<file path="src/rtl/uart_tx_buffered_if.sv">
// uart_tx_buffered_if
// Byte handshake between a producer and the buffered UART transmitter.
//   data_i  : byte to transmit (producer -> transmitter)
//   valid_i : data_i holds a byte to send (producer -> transmitter)
//   ready_o : transmitter FIFO has room (transmitter -> producer)
// The transfer happens on a rising clk edge where valid_i && ready_o.
// Modports:
//   master : producer side (core response path)
//   slave  : transmitter side
interface uart_tx_buffered_if;
   logic [7:0] data_i;
   logic       valid_i;
   logic       ready_o;

   modport master (
      output data_i,
      output valid_i,
      input  ready_o
   );

   modport slave (
      input  data_i,
      input  valid_i,
      output ready_o
   );
endinterface

</file>
<file path="src/rtl/uart_tx_buffered.sv">
// uart_tx_buffered
// 8N1 UART transmitter fed by a small byte FIFO. Bytes arrive over a
// valid/ready handshake and leave on tx as 1 start bit, 8 data bits
// (LSB first) and 1 stop bit. Queued bytes go out as contiguous frames
// with no idle time between a stop bit and the next start bit.
// Ports:
//   clk    : system clock, rising edge
//   rst_n  : asynchronous active-low reset
//   bus    : handshake interface (data_i, valid_i in; ready_o out, = !full)
//   tx     : serial line, registered, idles high
//   busy_o : high while a frame is on the wire or bytes are still queued
// Parameters:
//   CLOCKS_PER_BAUD : clk cycles per bit, >= 2
//   FIFO_DEPTH      : byte entries, power of two, >= 2
module uart_tx_buffered #(
   parameter int CLOCKS_PER_BAUD = 868,
   parameter int FIFO_DEPTH      = 4
) (
   input  logic               clk,
   input  logic               rst_n,
   uart_tx_buffered_if.slave  bus,
   output logic               tx,
   output logic               busy_o
);

   localparam int ADDR_W = $clog2(FIFO_DEPTH);
   localparam int PTR_W  = ADDR_W + 1;
   localparam int CNT_W  = $clog2(CLOCKS_PER_BAUD);
   localparam logic [CNT_W-1:0] CNT_LAST = CNT_W'(CLOCKS_PER_BAUD - 1);

   typedef enum logic [1:0] {
      IDLE,
      START,
      DATA,
      STOP
   } state_t;

   logic [7:0]       mem [FIFO_DEPTH];
   logic [PTR_W-1:0] wr_ptr;
   logic [PTR_W-1:0] rd_ptr;
   logic             empty;
   logic             full;
   logic             push;
   logic             pop;
   logic [7:0]       head;

   state_t           state_q;
   state_t           state_d;
   logic [CNT_W-1:0] cnt_q;
   logic [CNT_W-1:0] cnt_d;
   logic [2:0]       bit_q;
   logic [2:0]       bit_d;
   logic [7:0]       shift_q;
   logic [7:0]       shift_d;
   logic             tx_d;
   logic             baud_done;

   // The pointers carry one extra MSB: equal pointers mean empty, pointers
   // that differ only in that MSB mean full.
   assign empty       = (wr_ptr == rd_ptr);
   assign full        = (wr_ptr[ADDR_W] != rd_ptr[ADDR_W]) &&
                        (wr_ptr[ADDR_W-1:0] == rd_ptr[ADDR_W-1:0]);
   assign bus.ready_o = !full;
   assign push        = bus.valid_i && !full;
   assign head        = mem[rd_ptr[ADDR_W-1:0]];
   assign baud_done   = (cnt_q == CNT_LAST);

   // Both terms come straight from registers, so busy_o cannot glitch
   // relative to clk.
   assign busy_o = (state_q != IDLE) || !empty;

   // FIFO storage. Contents need no reset; the pointers define validity.
   always_ff @(posedge clk) begin
      if (push) begin
         mem[wr_ptr[ADDR_W-1:0]] <= bus.data_i;
      end
   end

   // FIFO pointers. A push and a pop on the same edge both advance, so
   // occupancy is unchanged. Pointers wrap naturally at 2*FIFO_DEPTH.
   always_ff @(posedge clk or negedge rst_n) begin
      if (!rst_n) begin
         wr_ptr <= '0;
         rd_ptr <= '0;
      end else begin
         if (push) begin
            wr_ptr <= wr_ptr + PTR_W'(1);
         end
         if (pop) begin
            rd_ptr <= rd_ptr + PTR_W'(1);
         end
      end
   end

   // Serialiser state register. Reset drives tx high at once, which aborts
   // any frame in flight.
   always_ff @(posedge clk or negedge rst_n) begin
      if (!rst_n) begin
         state_q <= IDLE;
         cnt_q   <= '0;
         bit_q   <= '0;
         shift_q <= '0;
         tx      <= 1'b1;
      end else begin
         state_q <= state_d;
         cnt_q   <= cnt_d;
         bit_q   <= bit_d;
         shift_q <= shift_d;
         tx      <= tx_d;
      end
   end

   // Next-state logic. tx is registered, so every line change is decided
   // one cycle early: the cycle that ends a bit loads the next bit's level.
   // Leaving STOP with bytes queued pops straight into START, which keeps
   // consecutive frames exactly 10 bit times apart.
   always_comb begin
      state_d = state_q;
      cnt_d   = cnt_q;
      bit_d   = bit_q;
      shift_d = shift_q;
      tx_d    = tx;
      pop     = 1'b0;

      case (state_q)
         IDLE: begin
            cnt_d = '0;
            bit_d = '0;
            tx_d  = 1'b1;
            if (!empty) begin
               pop     = 1'b1;
               shift_d = head;
               tx_d    = 1'b0;
               state_d = START;
            end
         end

         START: begin
            cnt_d = baud_done ? '0 : cnt_q + CNT_W'(1);
            if (baud_done) begin
               tx_d    = shift_q[0];
               bit_d   = '0;
               state_d = DATA;
            end
         end

         DATA: begin
            cnt_d = baud_done ? '0 : cnt_q + CNT_W'(1);
            if (baud_done) begin
               if (bit_q == 3'd7) begin
                  tx_d    = 1'b1;
                  state_d = STOP;
               end else begin
                  shift_d = shift_q >> 1;
                  tx_d    = shift_q[1];
                  bit_d   = bit_q + 3'd1;
               end
            end
         end

         STOP: begin
            cnt_d = baud_done ? '0 : cnt_q + CNT_W'(1);
            if (baud_done) begin
               bit_d = '0;
               if (!empty) begin
                  pop     = 1'b1;
                  shift_d = head;
                  tx_d    = 1'b0;
                  state_d = START;
               end else begin
                  state_d = IDLE;
               end
            end
         end

         default: begin
            state_d = IDLE;
            cnt_d   = '0;
            bit_d   = '0;
            tx_d    = 1'b1;
         end
      endcase
   end

endmodule

</file>
<file path="src/flat_wrapper.sv">
// flat-port wrapper written by rule: the top's interface ports become plain ports
module uart_tx_buffered_flat 
#(
   parameter int CLOCKS_PER_BAUD = 868,
   parameter int FIFO_DEPTH      = 4
)
  (clk, rst_n, tx, busy_o, bus_data_i, bus_valid_i, bus_ready_o);
  uart_tx_buffered_if bus_i ();
  input  logic clk;
  input  logic rst_n;
  output logic tx;
  output logic busy_o;
  input wire logic [$bits(bus_i.data_i)-1:0] bus_data_i;
  input wire logic [$bits(bus_i.valid_i)-1:0] bus_valid_i;
  output wire logic [$bits(bus_i.ready_o)-1:0] bus_ready_o;
  assign bus_i.data_i = bus_data_i;
  assign bus_i.valid_i = bus_valid_i;
  assign bus_ready_o = bus_i.ready_o;
  uart_tx_buffered #(.CLOCKS_PER_BAUD(CLOCKS_PER_BAUD), .FIFO_DEPTH(FIFO_DEPTH)) u_core (.clk(clk), .rst_n(rst_n), .bus(bus_i), .tx(tx), .busy_o(busy_o));
endmodule
</file>
<file path="config.mk">
export PLATFORM = sky130hd
export DESIGN_NAME = uart_tx_buffered_flat
export DESIGN_NICKNAME = d
export VERILOG_FILES = /design/src/rtl/uart_tx_buffered_if.sv /design/src/rtl/uart_tx_buffered.sv /design/src/flat_wrapper.sv
export SDC_FILE = /design/constraint.sdc
export NUM_CORES = 1
export LEC_CHECK = 0
export CAP_MARGIN = 20
export CORE_UTILIZATION = 59
export DETAILED_ROUTE_END_ITERATION = 7
export PLACE_DENSITY = 0.78
export SYNTH_ARGS = -nofsm -noshare
export SYNTH_HDL_FRONTEND = slang
export SYNTH_SLANG_ARGS = --single-unit
</file>
<file path="constraint.sdc">
create_clock -name clk -period 2.22 [get_ports clk]
set_input_delay 0.444 -clock clk [delete_from_list [all_inputs] [get_ports clk]]
set_output_delay 0.444 -clock clk [all_outputs]
set_load 0.03 [all_outputs]
</file>
==> impl_metrics.toml, run 1 <==
[synth]
synth_xor_area_frac = 0.0539
synth_top_cell_area_share = 0.328
synth.area.mux_share = 0.0996
synth_edf_count = 32
synthArstFlopShare = 0.484
netlist_area_mm2 = 0.00293
synth_seq_cells = 62
synth_nets = 241
netlist_instances = 216
synth_compound_gate_area_share = 0.0564
yosys_warnings = 0
synth_area_leaders = "edfxtp_1 (33%), dfrtp_1 (25%), mux4_2 (6.2%), ha_1 (6.0%), nand2_1 (3.6%)"
yosys.area_share.simple = 0.125
yosysSeqAreaShare = 0.585
synth_top_area_cell = "edfxtp_1"
synthAdderAreaFrac = 0.0599
synth_flop_cell = "edfxtp_1"
synth_cell_types = 41
synth_top_family_by_area = "simple AND/OR/NAND/NOR gates"
syn_avg_cell_area_um2 = 13.5

[timing]
worst_slew_pin_slew_ps = 448
hold_viol = 0
fin_crit_sh = 0.963
slew_headroom = 0.701
fin_setup_tns_ps = 0
max_freq_mhz = 468
min_period_ps = 2140
drv_slew = 0
setup_viol = 0
finClkSkew_ps = 3.35
rsz0062_at_grt = "no"

[clock_network]
clockBufferDepth = 2
clk_pin_slew_ps = 60
cts_tree = "built"
cts.htree.levels = 3
clock-sinks = 62
cts_buffers = 9
worstSkewPairLatency_ps = 340
cts-root-buf = "clkbuf_8"
postCtsHoldBufs = 0

[floorplan]
die_h_um = 72.4
dieArea_mm2 = 0.00525
row_count = 25
initial_core_util = 0.616
core-area_mm2 = 0.00475
pin_count = 14
die_width_um = 72.4

[job]
maxCapViolCount = 0

[final_layout]
drive_gt1_frac = 0.210
final_nets = 272
fillers = 335
n_antenna_cell = 0
syn_to_final_growth_pct = 18.3

[min_path]
min-delay-start = "u_core.cnt_q[0]$_DFF_PN0_"
min_path_type = "flip-flop to flip-flop"

[setup_path]
path_delay_family = "flip-flops"
cp_slowest_cell = "dfrtp_1"
worstSetupStartpoint = "u_core.state_q[0]$_DFFE_PN0P_"
cp_num_buf_inv = 3
cp_slowest_stage_delay_ps = 430
crit_path_end_kind = "output pin"
path_class = "flip-flop to output pin"
cp_max_fo = 5
critPathLaunchType = "flip-flop"
regToRegStartpoint = "u_core.state_q[0]$_DFFE_PN0P_"
worstPathCellList = "inv_1, ha_1, and4_2, inv_1, buf_4"
required_ps = 1780
cp_common_cell = "inv_1"
arrival_ps = 1690

[global_routing]
overflow = 0
antenna_found_initial = 0
grt_max_degree = 31
track_usage = 0.230
grt_pass1_wl_um = 8600
grt_pass1_vias = 1721

[detailed_routing]
dr.first_iter.drc_count = 100
drcViolationCount = 0
post_drt_wl_per_cell_um = 16.2
dr.pass1.iters = 4
ant_nets = 0
dr_total_vias = 1761
finalWirelength_um = 5170
viasPerCell = 5.52

[placed_design]
hpwl_um = 3600
place_congestion = 0.718
io_buffers = 13

[power_and_ir_drop]
finalPower_uw = 3030
p_leak_uw = 0.00139
power.density_mw_per_mm2 = 876
vdd_drop_max_v = 0.000691

[outcome]
outcome = "completed"
-- layout by cell type, fill, tap and decap left out, drive strengths merged, types with 2 or more instances in the layout --
| cell | count |
|---|---|
| mux4 | 8 |
| nor4b | 2 |
| clkdlybuf4s50 | 11 |
| xor2 | 9 |
| edfxtp | 32 |
| clkinv | 2 |
| buf | 13 |
| xnor2 | 9 |
| bufinv | 3 |
| and2 | 5 |
| nor3 | 6 |
| ha | 14 |
| inv | 8 |
| o21ai | 5 |
| or2 | 2 |
| a22o | 2 |
| nor2 | 12 |
| a21oi | 2 |
| mux2 | 9 |
| clkbuf | 10 |
| nand4 | 2 |
| nand3 | 8 |
| o31a | 2 |
| dfrtp | 29 |
| nand2 | 28 |
| a211oi | 2 |
-- synth_stat cells, drive strengths merged, types with 6 or more instances --
cell	instances
dfrtp	29
edfxtp	32
xor2	9
nand3	8
ha	14
mux2	9
nand2	28
xnor2	9
nor3	6
inv	8
nor2	12
mux4	8
-- report_power, final --
part | switching, uW | internal (uW) | total [uW] | leakage [uW]
Clock | 430 | 744 | 1170 | 0.000114
Combinational | 243 | 177 | 421 | 0.000616
Sequential | 69.6 | 1370 | 1440 | 0.000663
Total | 743 | 2290 | 3030 | 0.00139
-- cell families after synthesis --
kind of cell	Yosys count
AO/OA/AOI/OAI	20
buffers and inverters	13
adder cells (fa/ha/maj)	14
XOR/XNOR	18
AND/OR/NAND/NOR	71
multiplexers	18
flip-flops	62
-- worst reg2reg max path, stage by stage (launching register included) --
cell	delay (ps)
dfrtp_1	420
inv_1	140
ha_1	280
or2_2	320
a221oi_4	290
buf_12	160
mux2_2	340
-- metrics by stage --
stage          std cells   util  hold slack [ps]  cell area [um^2]  setup WS [ps]
2_1_floorplan        216      -              148              2930            271
3_3_place_gp         301  0.673              472              3200            171
3_5_place_dp         301  0.673              481              3200           92.7
4_1_cts              317  0.722              490              3430           72.2
5_1_grt              319  0.728              521              3460           17.4
6_report             319  0.728              491              3460           82.0
-- final cells by class --
class,count,area (um^2),share of cell area
inverters,8,30.0,0.00867
clock inverters,6,110,0.0318
flip-flops and latches,62,1710,0.495
clock buffers,10,128,0.0368
well taps,67,83.8,0.0242
multi-input cells,141,1160,0.334
repair buffers,25,241,0.0697
-- layer usage --
layer  part of all wire  GRT usage  vias up
met3              0.037     0.0417       10
met5                  0          0        -
li1                   -          -      843
met4              0.015      0.118        0
met2               0.46      0.336       34
met1               0.48      0.331      874
-- final timing paths --
check	to	slack (ps)	cells past startpoint
max	busy_o	80	5
min	u_core.cnt_q[0]$_DFF_PN0_	490	1
min in group asynchronous	u_core.shift_q[4]$_DFFE_PN0P_	500	2
max reg2reg	u_core.shift_q[1]$_DFFE_PN0P_	160	6
min reg2reg	u_core.cnt_q[0]$_DFF_PN0_	490	1
max in group asynchronous	u_core.tx$_DFFE_PN1P_	1400	2
-- flip-flops by register name (all words and copies together) (netlist names) --
register / cells
u_core.bit_q: 3
u_core.cnt_q: 10
u_core.mem: 32
u_core.rd_ptr: 3
u_core.shift_q: 8
u_core.state_q: 2
u_core.tx: 1
u_core.wr_ptr: 3
-- what timing repair did --
action,CTS,global route
cloned,0,0
setup endpoints to repair,1,8
setup buffers,0,2
resized for setup,1,1
pin swaps,0,1
(Power assumes the default switching activity.)
==> run 2: changes to the inputs <==
--- a/config.mk
+++ b/config.mk
@@ -8,7 +8,7 @@
 export CAP_MARGIN = 20
 export CORE_UTILIZATION = 59
 export DETAILED_ROUTE_END_ITERATION = 7
-export PLACE_DENSITY = 0.78
+export PLACE_DENSITY = 0.76
 export SYNTH_ARGS = -nofsm -noshare
 export SYNTH_HDL_FRONTEND = slang
 export SYNTH_SLANG_ARGS = --single-unit
==> run 2 against run 1 <==
Compared with the run above: maximum frequency rose by 0.85%; final area is 2.0% lower; clock-buffer cell count rose by 2; worst hold slack worse by 2.1 ps; sequential power barely moved; clock power decreased by 19%; critical path depth increased by 1; critical path type is now flip-flop to flip-flop; largest power group unchanged.
==> impl_metrics.toml, run 2 (synthesis gave the netlist of run 1 again) <==
[global_routing]
grt_pass1_wl_um = 8670
antenna_found_initial = 0
grt_pass1_vias = 1847
grt-busiest-layer = "met2"
use_met2 = 0.362
overflow = 0
gr-usage-met3 = 0.0431
track_usage = 0.223
grt_max_degree = 31
gr-usage-met1 = 0.300

[floorplan]
core-area_mm2 = 0.00475
initial_core_util = 0.616
dieArea_mm2 = 0.00525
die_width_um = 72.4
die_h_um = 72.4
row_count = 25
pin_count = 14

[timing]
setup_ws_ps = 100
finClkSkew_ps = 6.95
fin_setup_tns_ps = 0
min_period_ps = 2120
slew_headroom = 0.692
rsz0062_at_grt = "no"
drv_slew = 0
worst_slew_pin_slew_ps = 462
max_freq_mhz = 472
hold_viol = 0
fin_crit_sh = 0.955
setup_viol = 0

[setup_path]
cp_slowest_cell = "dfrtp_1"
regToRegStartpoint = "u_core.state_q[0]$_DFFE_PN0P_"
path_delay_family = "flip-flops"
critPathLaunchType = "flip-flop"
cp_num_buf_inv = 2
r2r_cells = 6
required_ps = 2420
cp_slowest_stage_delay_ps = 430
rr_endpoint = "u_core.shift_q[4]$_DFFE_PN0P_"
worstPathCellList = "inv_1, ha_1, or2_2, a221oi_4, buf_12, mux2_2"
r2r_slack_ps = 100
path_class = "flip-flop to flip-flop"
arrival_ps = 2320
cp_max_fo = 8
crit_path_end_kind = "flip-flop"

[min_path]
min-delay-start = "u_core.cnt_q[0]$_DFF_PN0_"
holdPathEnd = "u_core.cnt_q[0]$_DFF_PN0_"
min_path_type = "flip-flop to flip-flop"
min_path_cells = 1

[placed_design]
place_congestion = 0.829
dp.cells = 300
hpwl_um = 3710
pre_cts_ws_ps = 52.7
io_buffers = 13

[power_and_ir_drop]
switching_share = 0.257
vdd_drop_max_v = 0.000532
p_leak_uw = 0.00137
power_frac_clock = 0.339
p_seq_frac = 0.513
finalPower_uw = 2810
share_comb_of_total_power = 0.148
power_switching_uw = 721
internal_power_uw = 2090
power.density_mw_per_mm2 = 828

[clock_network]
cts.htree.levels = 3
postCtsHoldBufs = 0
clk_pin_slew_ps = 70
cts_buffers = 9
worstSkewPairLatency_ps = 310
clock-sinks = 62
clockBufferDepth = 2
cts_tree = "built"
cts-root-buf = "clkbuf_8"

[final_layout]
syn_to_final_growth_pct = 15.9
n_antenna_cell = 0
fillers = 329
mostFrequentLayoutCells = "edfxtp_1 (32), dfrtp_1 (29), nand2_1 (28), ha_1 (14), nor2_1 (12)"
final_nets = 270
final_util = 0.714
drive_gt1_frac = 0.200
finalNonFillerCells = 317
largest_register_ffs = 32
mostFrequentLayoutCell = "edfxtp_1"

[detailed_routing]
post_drt_wl_per_cell_um = 16.6
dr_total_vias = 1737
dr.first_iter.drc_count = 99
viasPerCell = 5.48
dr.pass1.iters = 4
ant_nets = 0
finalWirelength_um = 5250
drcViolationCount = 0

[outcome]
outcome = "completed"

[job]
maxCapViolCount = 0
-- run 2: cell types whose count changed in the layout (fill, tap and decap cells not counted), sizes merged --
cell	change
buf	-2
bufinv	-2
clkbuf	+2
dlygate4sd2	-1
dlymetal6s2s	+1
-- run 2: area by class of cell --
class | count | area [um^2] | share of cell area
flip-flops and latches | 62 | 1710 | 0.505
multi-input cells | 141 | 1160 | 0.341
repair buffers | 23 | 218 | 0.0642
clock buffers | 12 | 145 | 0.0428
well taps | 67 | 83.8 | 0.0247
clock inverters | 4 | 47.5 | 0.0140
inverters | 8 | 30.0 | 0.00885
-- run 2: what timing repair did --
item	CTS	global route
resized for setup	0	1
setup buffers	0	1
setup endpoints to repair	0	8
-- run 2: power groups by stage --
stage	clock network (uW)	registers, uW	logic (uW)
2_1_floorplan	0	1440	272
3_3_place_gp	0	1450	399
3_5_place_dp	0	1460	416
4_1_cts	963	1440	421
5_1_grt	1010	1450	462
6_report	952	1440	415
-- run 2: layer usage --
metal	up-vias	routed length, um
li1	838	-
met1	864	2420
met2	29	2640
met3	6	150
met4	0	43
met5	-	0
-- run 2: worst max-delay path by stage --
stage,slack [ps],endpoint,startpoint,cells past startpoint
6_report,100,u_core.shift_q[4]$_DFFE_PN0P_,u_core.state_q[0]$_DFFE_PN0P_,6
5_1_grt,1,u_core.shift_q[3]$_DFFE_PN0P_,u_core.state_q[0]$_DFFE_PN0P_,6
4_1_cts,4,bus_ready_o,u_core.wr_ptr[0]$_DFFE_PN0P_,3
3_5_place_dp,50,u_core.shift_q[4]$_DFFE_PN0P_,u_core.state_q[0]$_DFFE_PN0P_,5
3_3_place_gp,130,u_core.shift_q[6]$_DFFE_PN0P_,u_core.cnt_q[0]$_DFF_PN0_,5
2_1_floorplan,270,u_core.shift_q[0]$_DFFE_PN0P_,u_core.cnt_q[0]$_DFF_PN0_,5
-- run 2: metrics by stage --
stage	hold WS, ps	instance area [um^2]
after floorplan	148	2930
after global placement	470	3180
after detailed placement	480	3180
after CTS	489	3370
after global routing	525	3390
final	489	3390
-- run 2: worst register-to-register path: cells and delay by family, from the launching register on --
family          cells  cell delay [ps]
simple gates        1              330
buf+inv             2              300
fa+ha+maj           1              320
flops               1              430
compound gates      1              300
mux                 1              330
